==> src/rtl/usb_pkg.sv <==
// Shared USB protocol constants: PIDs, token type encoding and CRC5 parameters.
package usb_pkg;

  localparam logic [7:0] PID_SETUP = 8'h2D;
  localparam logic [7:0] PID_IN    = 8'h69;
  localparam logic [7:0] PID_OUT   = 8'hE1;
  localparam logic [7:0] PID_SOF   = 8'hA5;
  localparam logic [7:0] PID_ACK   = 8'hD2;
  localparam logic [7:0] PID_NAK   = 8'h5A;
  localparam logic [7:0] PID_STALL = 8'h1E;
  localparam logic [7:0] PID_DATA0 = 8'hC3;
  localparam logic [7:0] PID_DATA1 = 8'h4B;

  typedef enum logic [1:0] {
    TOK_SETUP = 2'b00,
    TOK_IN    = 2'b01,
    TOK_OUT   = 2'b10,
    TOK_SOF   = 2'b11
  } token_type_e;

  localparam logic [4:0] CRC5_POLY = 5'h05;
  localparam logic [4:0] CRC5_INIT = 5'h1F;

endpackage

==> src/rtl/usb_crc5.sv <==
// Combinational USB CRC5 over an 11-bit token field; output is bit-reversed so
// that sending it LSB-first puts the CRC on the wire MSB-first.
module usb_crc5
  import usb_pkg::*;
(
  input  logic [10:0] data,
  output logic [4:0]  crc_field
);

  logic [4:0] crc;
  logic       fb;

  always_comb begin
    crc       = CRC5_INIT;
    fb        = 1'b0;
    crc_field = '0;
    for (int i = 0; i < 11; i++) begin
      fb  = data[i] ^ crc[4];
      crc = {crc[3:0], 1'b0} ^ (fb ? CRC5_POLY : 5'h00);
    end
    for (int i = 0; i < 5; i++) begin
      crc_field[i] = ~crc[4-i];
    end
  end

endmodule

==> src/rtl/usb_token_generator.sv <==
// Host-side USB token emitter: captures one request, streams PID/TOK1/TOK2 over UTMI,
// waits the inter-packet gap and pulses token_done. SOF tokens need USB_TOKEN_SOF_EN.
module usb_token_generator
  import usb_pkg::*;
#(
  parameter int IPG_CYCLES = 4,
  parameter int TX_TIMEOUT = 1023
) (
  input  logic        clk,
  input  logic        rst,
  input  logic        token_start,
  input  logic [1:0]  token_type,
  input  logic [6:0]  token_addr,
  input  logic [3:0]  token_endp,
  input  logic [10:0] sof_frame,
  output logic        token_ready,
  output logic        token_done,
  output logic        token_err,
  output logic [7:0]  utmi_tx_data,
  output logic        utmi_tx_valid,
  input  logic        utmi_tx_ready
);

  localparam logic [2:0] S_IDLE = 3'd0;
  localparam logic [2:0] S_PID  = 3'd1;
  localparam logic [2:0] S_TOK1 = 3'd2;
  localparam logic [2:0] S_TOK2 = 3'd3;
  localparam logic [2:0] S_GAP  = 3'd4;
  localparam logic [2:0] S_DONE = 3'd5;

`ifdef USB_TOKEN_SOF_EN
  localparam logic SOF_EN = 1'b1;
`else
  localparam logic SOF_EN = 1'b0;
`endif

  localparam logic [9:0] TIMEOUT_LAST = 10'(TX_TIMEOUT - 1);
  localparam logic [7:0] GAP_LAST     = 8'(IPG_CYCLES - 1);

  logic [2:0]  state;
  logic [9:0]  wait_cnt;
  logic [7:0]  gap_cnt;
  logic        err_q;
  logic        accept;
  logic        is_sof;
  logic [10:0] crc_data;
  logic [4:0]  crc_field;
  logic [7:0]  pid_nxt, tok1_nxt, tok2_nxt;
  logic [7:0]  pid_p0, tok1_p0, tok2_p0;

  assign accept   = (state == S_IDLE) && token_start;
  assign is_sof   = (token_type == TOK_SOF);
  assign crc_data = is_sof ? sof_frame : {token_endp, token_addr};

  usb_crc5 u_crc5 (
    .data      (crc_data),
    .crc_field (crc_field)
  );

  always_comb begin
    pid_nxt  = PID_SETUP;
    tok1_nxt = {token_endp[0], token_addr};
    tok2_nxt = {crc_field, token_endp[3:1]};
    case (token_type)
      TOK_SETUP: pid_nxt = PID_SETUP;
      TOK_IN:    pid_nxt = PID_IN;
      TOK_OUT:   pid_nxt = PID_OUT;
      default: begin
        pid_nxt  = PID_SOF;
        tok1_nxt = sof_frame[7:0];
        tok2_nxt = {crc_field, sof_frame[10:8]};
      end
    endcase
  end

  // Capture stage: packet bytes frozen at acceptance, immune to later input changes
  always_ff @(posedge clk) begin
    if (accept) begin
      pid_p0  <= pid_nxt;
      tok1_p0 <= tok1_nxt;
      tok2_p0 <= tok2_nxt;
    end
  end

  always_ff @(posedge clk) begin
    if (rst) begin
      state    <= S_IDLE;
      wait_cnt <= '0;
      gap_cnt  <= '0;
      err_q    <= 1'b0;
    end else begin
      case (state)
        S_IDLE: begin
          if (token_start) begin
            wait_cnt <= '0;
            gap_cnt  <= '0;
            if (is_sof && !SOF_EN) begin
              state <= S_DONE;
              err_q <= 1'b1;
            end else begin
              state <= S_PID;
              err_q <= 1'b0;
            end
          end
        end
        S_PID, S_TOK1, S_TOK2: begin
          if (utmi_tx_ready) begin
            wait_cnt <= '0;
            state    <= (state == S_PID) ? S_TOK1 : (state == S_TOK1) ? S_TOK2 : S_GAP;
          end else if (wait_cnt == TIMEOUT_LAST) begin
            // PHY stalled too long: abandon the packet and skip the gap
            state <= S_DONE;
            err_q <= 1'b1;
          end else begin
            wait_cnt <= wait_cnt + 10'd1;
          end
        end
        S_GAP: begin
          if (gap_cnt == GAP_LAST) state <= S_DONE;
          else gap_cnt <= gap_cnt + 8'd1;
        end
        S_DONE:  state <= S_IDLE;
        default: state <= S_IDLE;
      endcase
    end
  end

  // Output stage: decoded from the registered state
  always_comb begin
    utmi_tx_valid = 1'b0;
    utmi_tx_data  = 8'h00;
    case (state)
      S_PID:  begin utmi_tx_valid = 1'b1; utmi_tx_data = pid_p0;  end
      S_TOK1: begin utmi_tx_valid = 1'b1; utmi_tx_data = tok1_p0; end
      S_TOK2: begin utmi_tx_valid = 1'b1; utmi_tx_data = tok2_p0; end
      default: ;
    endcase
  end

  assign token_ready = (state == S_IDLE);
  assign token_done  = (state == S_DONE);
  assign token_err   = token_done && err_q;

endmodule
==> config.mk <==
export PLATFORM = sky130hd
export DESIGN_NAME = usb_token_generator
export DESIGN_NICKNAME = d
export VERILOG_FILES = /design/src/rtl/usb_pkg.sv /design/src/rtl/usb_crc5.sv /design/src/rtl/usb_token_generator.sv
export SDC_FILE = /design/constraint.sdc
export NUM_CORES = 1
export LEC_CHECK = 0
export BUFFER_PORTS_ARGS = -buffer_cell sky130_fd_sc_hd__buf_2
export CAP_MARGIN = 40
export CORE_AREA = 2 2 87 89
export DETAILED_ROUTE_END_ITERATION = 10
export DIE_AREA = 0 0 89 91
export PLACE_DENSITY = 0.52
export SLEW_MARGIN = 10
export SYNTH_ARGS = -nofsm -noshare
export SYNTH_HDL_FRONTEND = slang
export SYNTH_HIERARCHICAL = 1
export SYNTH_SLANG_ARGS = --single-unit
==> constraint.sdc <==
create_clock -name clk -period 2.1 [get_ports clk]
set_input_delay 0.105 -clock clk [delete_from_list [all_inputs] [get_ports clk]]
set_output_delay 0.105 -clock clk [all_outputs]
set_load 0.1 [all_outputs]
Yosys cells after proc, flatten, opt, wreduce, memory -nomap -nowiden
Cells that the tools add are included.
- mux-type cells: 37
- reduce and logical (&&, ||, !) cells: 12
- bitwise operators: 26
- add/sub/neg operators: 2
- equal/unequal tests: 17
- operators with widths (operator ; number):
    3-bit two-way mux ; 19
    5-bit bitwise XOR ; 10
    8-bit one-hot mux with 3 select lines ; 2
    10-bit two-way mux ; 3
    8-bit two-way mux ; 3
    10-bit one-hot mux with 2 select lines ; 1
    8-bit one-hot mux with 2 select lines ; 1
    11-bit two-way mux ; 1
    10-bit by 1-bit adder with 10-bit output, second input constant ; 1
    10-bit equality test, second input constant ; 1
    1-bit bitwise XOR ; 10
    3-bit one-hot mux with 3 select lines ; 1
    3-bit AND reduction ; 3
    8-bit by 1-bit adder with 8-bit output, second input constant ; 1
    8-bit by 2-bit equality test with 1-bit output, second input constant ; 1
    2-bit != test, second input constant ; 4
    3-bit by 2-bit equality test with 1-bit output, second input constant ; 2
    3-bit equality test, second input constant ; 2
    3-bit OR reduction ; 2
    1-bit two-way mux ; 5
    1-bit NOT ; 5
    2-bit equality test, second input constant ; 2
    4-bit NOT ; 1
    4-bit AND reduction ; 1
    10 further kinds ; 12
- logic and storage cells: 101
- bits in registers: 46
- output and inout port bits: 12

Longest topological paths before layout
- word-level depth: 35
- depth in mapped cells: 7
- mapped depth without buffers: 7

Hierarchy
Netlist, hierarchy kept.
- modules (own cells, without submodules) (module ; area an instance (um2) ; cells each ; instances):
    usb_token_generator ; 2249.7 ; 223 ; 1
    usb_crc5 ; 177.7 ; 16 ; 1

Worst setup path after synthesis
Ideal clock, no wire load.
- path type: reg-to-output
- from: register state[1]
- to: output port utmi_tx_data[0]
- cell stages (with the launch flop): 6
- path buffers: 1
- data arrival time: 2558 ps
- slack: -563 ps
- data required time: 1995 ps
- cells stage by stage: dfxtp_1 > buf_2 > inv_1 > nor2_1 > nand2_1 > a21oi_1
- cells in the longest elaborated chain, start to end: 2
- elaborated cells on any way between the ends: 4
- those cells by class: eq/ne: 3; mux: 1
- RTL lines (element ; RTL line ; source):
    start: declaration ; usb_token_generator.sv:40 ; logic [2:0] state;
    start signal: assignment ; usb_token_generator.sv:109 ; state <= (state == S_PID) ? S_TOK1 : (state == S_TOK1) ? S_TOK2 : S_GAP;
    3-bit by 2-bit equality test with 1-bit output / 3-bit by 1-bit equality test with 1-bit output (equally long branches) ; usb_token_generator.sv:132 ; case (state)
    8-bit one-hot mux with 3 select lines * ; usb_token_generator.sv:132 ;
    end: declaration ; usb_token_generator.sv:19 ; output logic [7:0] utmi_tx_data,
Mark *: on every way between the ends. The rest lies on a longest branch, timed or not.

Final worst setup path
- from: register state[1]
- to: output port utmi_tx_data[7]
Same word-level chain as after synthesis.

==> flow_summary.ini <==
[yosys]
synth_edf_count = 20
synth.distinct_cells = 49
synth-async-reset-ratio_pct = 0
ys_warn_count = 6
seq_area_frac_synth_pct = 42.9
ys_ff_latch = 42
syn_area_per_cell_um2 = 10.2
syn-num-nets = 274
synthCells = 239
synthFlopType = dfxtp_1
synth_area_um2 = 2430

[floorplan]
start_util_pct = 34.0
fp-row-count = 31
die_y_um = 91
dieArea_um2 = 8100
core-area_um2 = 7140
ios = 40
die_w_um = 89

[detailed_routing]
drc = 0
first_iter_violations = 80
dr.pass1.iters = 4
ant_nets = 0
dr_total_vias = 1856
wl_per_cell_um = 13.2
viasPerCell = 4.82
wl_um = 5070

[critical_path]
path_class = flop to output port
critPathRequiredTime_ns = 2.00
crit_start = state[1]
critical_path.top_delay_family = flip-flops
cp_slowest_stage_delay_ns = 0.44
worst-path-max-fanout = 9
startpoint_type = flop
r2r_start = state[0]
critPathArrivalTime_ns = 1.78
cp-end-kind = output port
path_buf_inv = 2
crit_chain = buf_4 > mux2_2 > a22oi_1 > nor2_2 > buf_12
slowest_stage = dfxtp_2

[flow_run]
max_cap_violations = 0

[timing]
rsz0062_at_grt = no
final.setup.tns_ns = 0
relSlewSlack_pct = 67.1
fin_crit_sh_pct = 89.6
worstMarginPinSlew_ns = 0.486
setup_ws_ns = 0.219
hold_violations = 0
slew_violations = 0
skew_ns = 0.00988
fmax_ghz = 0.532
setup_viol = 0
fin_crit_ns = 1.88

[layout]
antenna_cells = 0
syn2layout_area_growth_pct = 25.1
drive_above_1_share_pct = 33.2
num-fill-cells = 723
finalNetCount = 320

[clock_network]
cts_root_buf = clkbuf_8
cts_setup_buffers = 0
clk_pin_slew_ns = 0.09
tritoncts = yes
clk_path_buf_depth = 2
cts_sinks = 42
cts_hold_buf = 0
numCtsBuffers = 5
insertion_delay_ns = 0.30
htree_levels = 2
cts_resized = 0

[pwr]
p_per_area_nw_per_um2 = 879
ir_drop_mv = 0.457
p_total_mw = 2.67
p_leak_nw = 1.13

[grt]
met2_usage_pct = 21.7
grt_max_degree = 23
first_global_vias = 1842
grt-busiest-layer = met2
grt_remaining_overflow = 0
grtUsageTotal_pct = 13.6
grt_pass1_wl_um = 8670
grtUsageMet1_pct = 18.2
antenna_found_initial = 0
use_met3_pct = 3.09

[placed_design]
dp_hpwl_um = 3850
dp_slack_ns = 0.0692
gp_congestion = 0.794
port-buffer-count = 39

[run_status]
outcome = finished, final reports clean

[min_path]
hold_class = primary input to flop
hp-start = token_endp[2]
## metrics by stage
stage / hold WS, ns / instance area [um2] / std cells / util, %
floorplan: 0.263 / 2460 / 239 / -
global placement: 0.444 / 2920 / 377 / 40.8
detailed placement: 0.448 / 2920 / 377 / 40.8
CTS: 0.131 / 3030 / 385 / 42.5
global route: 0.144 / 3040 / 385 / 42.5
finish: 0.136 / 3040 / 385 / 42.5
## worst register-to-register path: stages, from the launching register on
cell and delay (ns):
dfxtp_1 0.56, or2_1 0.27, o21bai_2 0.15, nor2_2 0.32, nand4_1 0.16, mux2i_1 0.14
## registers in the layout, indices dropped and copies added (netlist names)
signal and flops:
tok2_p0 8, err_q 1, gap_cnt 8, tok1_p0 8, pid_p0 4, wait_cnt 10, state 3
## cell type report
cell class                 count  area, um2  area share, %
multi-input combinational    182       1360           44.9
sequential                    42       1040           34.3
timing repair buffer          48        368           12.1
tap                           99        124           4.08
clock buffer                   7       86.3           2.84
clock inverter                 1       30.0          0.989
inverter                       6       22.5          0.742
## synthesized netlist by cell type (7+ instances only)
| library cell | n | share of area, % |
|---|---|---|
| mux2_2 | 15 | 7.0 |
| dfxtp_1 | 22 | 18 |
| ha_1 | 7 | 3.6 |
| xnor2_1 | 16 | 5.8 |
| edfxtp_1 | 20 | 25 |
| nand4_1 | 7 | 1.8 |
| nor2_1 | 29 | 4.5 |
| a21oi_1 | 10 | 2.1 |
| clkbuf_1 | 7 | 1.1 |
| nand2b_1 | 7 | 1.8 |
| nand2_1 | 17 | 2.6 |
| nor3_1 | 9 | 1.9 |
## kinds of logic after synthesis
| kind of cell | count (synthesis) | share of synthesized area, % |
|---|---|---|
| flops | 42 | 42.9 |
| mux | 21 | 9.43 |
| simple gates | 94 | 20.6 |
| compound gates | 36 | 10.7 |
| buf+inv | 15 | 2.53 |
| fa+ha+maj | 7 | 3.61 |
| xor+xnor | 24 | 10.2 |
## worst paths after layout
kind / endpoint / slack [ns] / cells past startpoint
setup / recovery: utmi_tx_data[7] / 0.22 / 5
hold / removal: tok2_p0[1] / 0.14 / 2
setup reg to reg: wait_cnt[3] / 0.40 / 5
hold reg to reg: gap_cnt[1] / 0.49 / 2
## metal layers
layer | share of wire, % | vias up
li1 | - | 949
met1 | 48 | 859
met2 | 47 | 41
met3 | 3.9 | 7
met4 | 1.4 | 0
met5 | 0 | -
## power by group
part | internal (mW) | switching [mW]
sequential | 0.972 | 0.0512
clock | 0.388 | 0.276
combinational | 0.354 | 0.627
total | 1.71 | 0.954
## cell usage in the layout (no fill, tap or decap), types with 8 or more instances in the layout
| master | count |
|---|---|
| dfxtp_1 | 21 |
| nor2_2 | 11 |
| a21oi_1 | 8 |
| buf_2 | 32 |
| mux2_2 | 15 |
| nand2_1 | 17 |
| nor2_1 | 20 |
| edfxtp_1 | 20 |
| xnor2_1 | 16 |
| buf_4 | 9 |
| nor3_1 | 9 |
No activity file was read; power rests on OpenSTA's default activity.
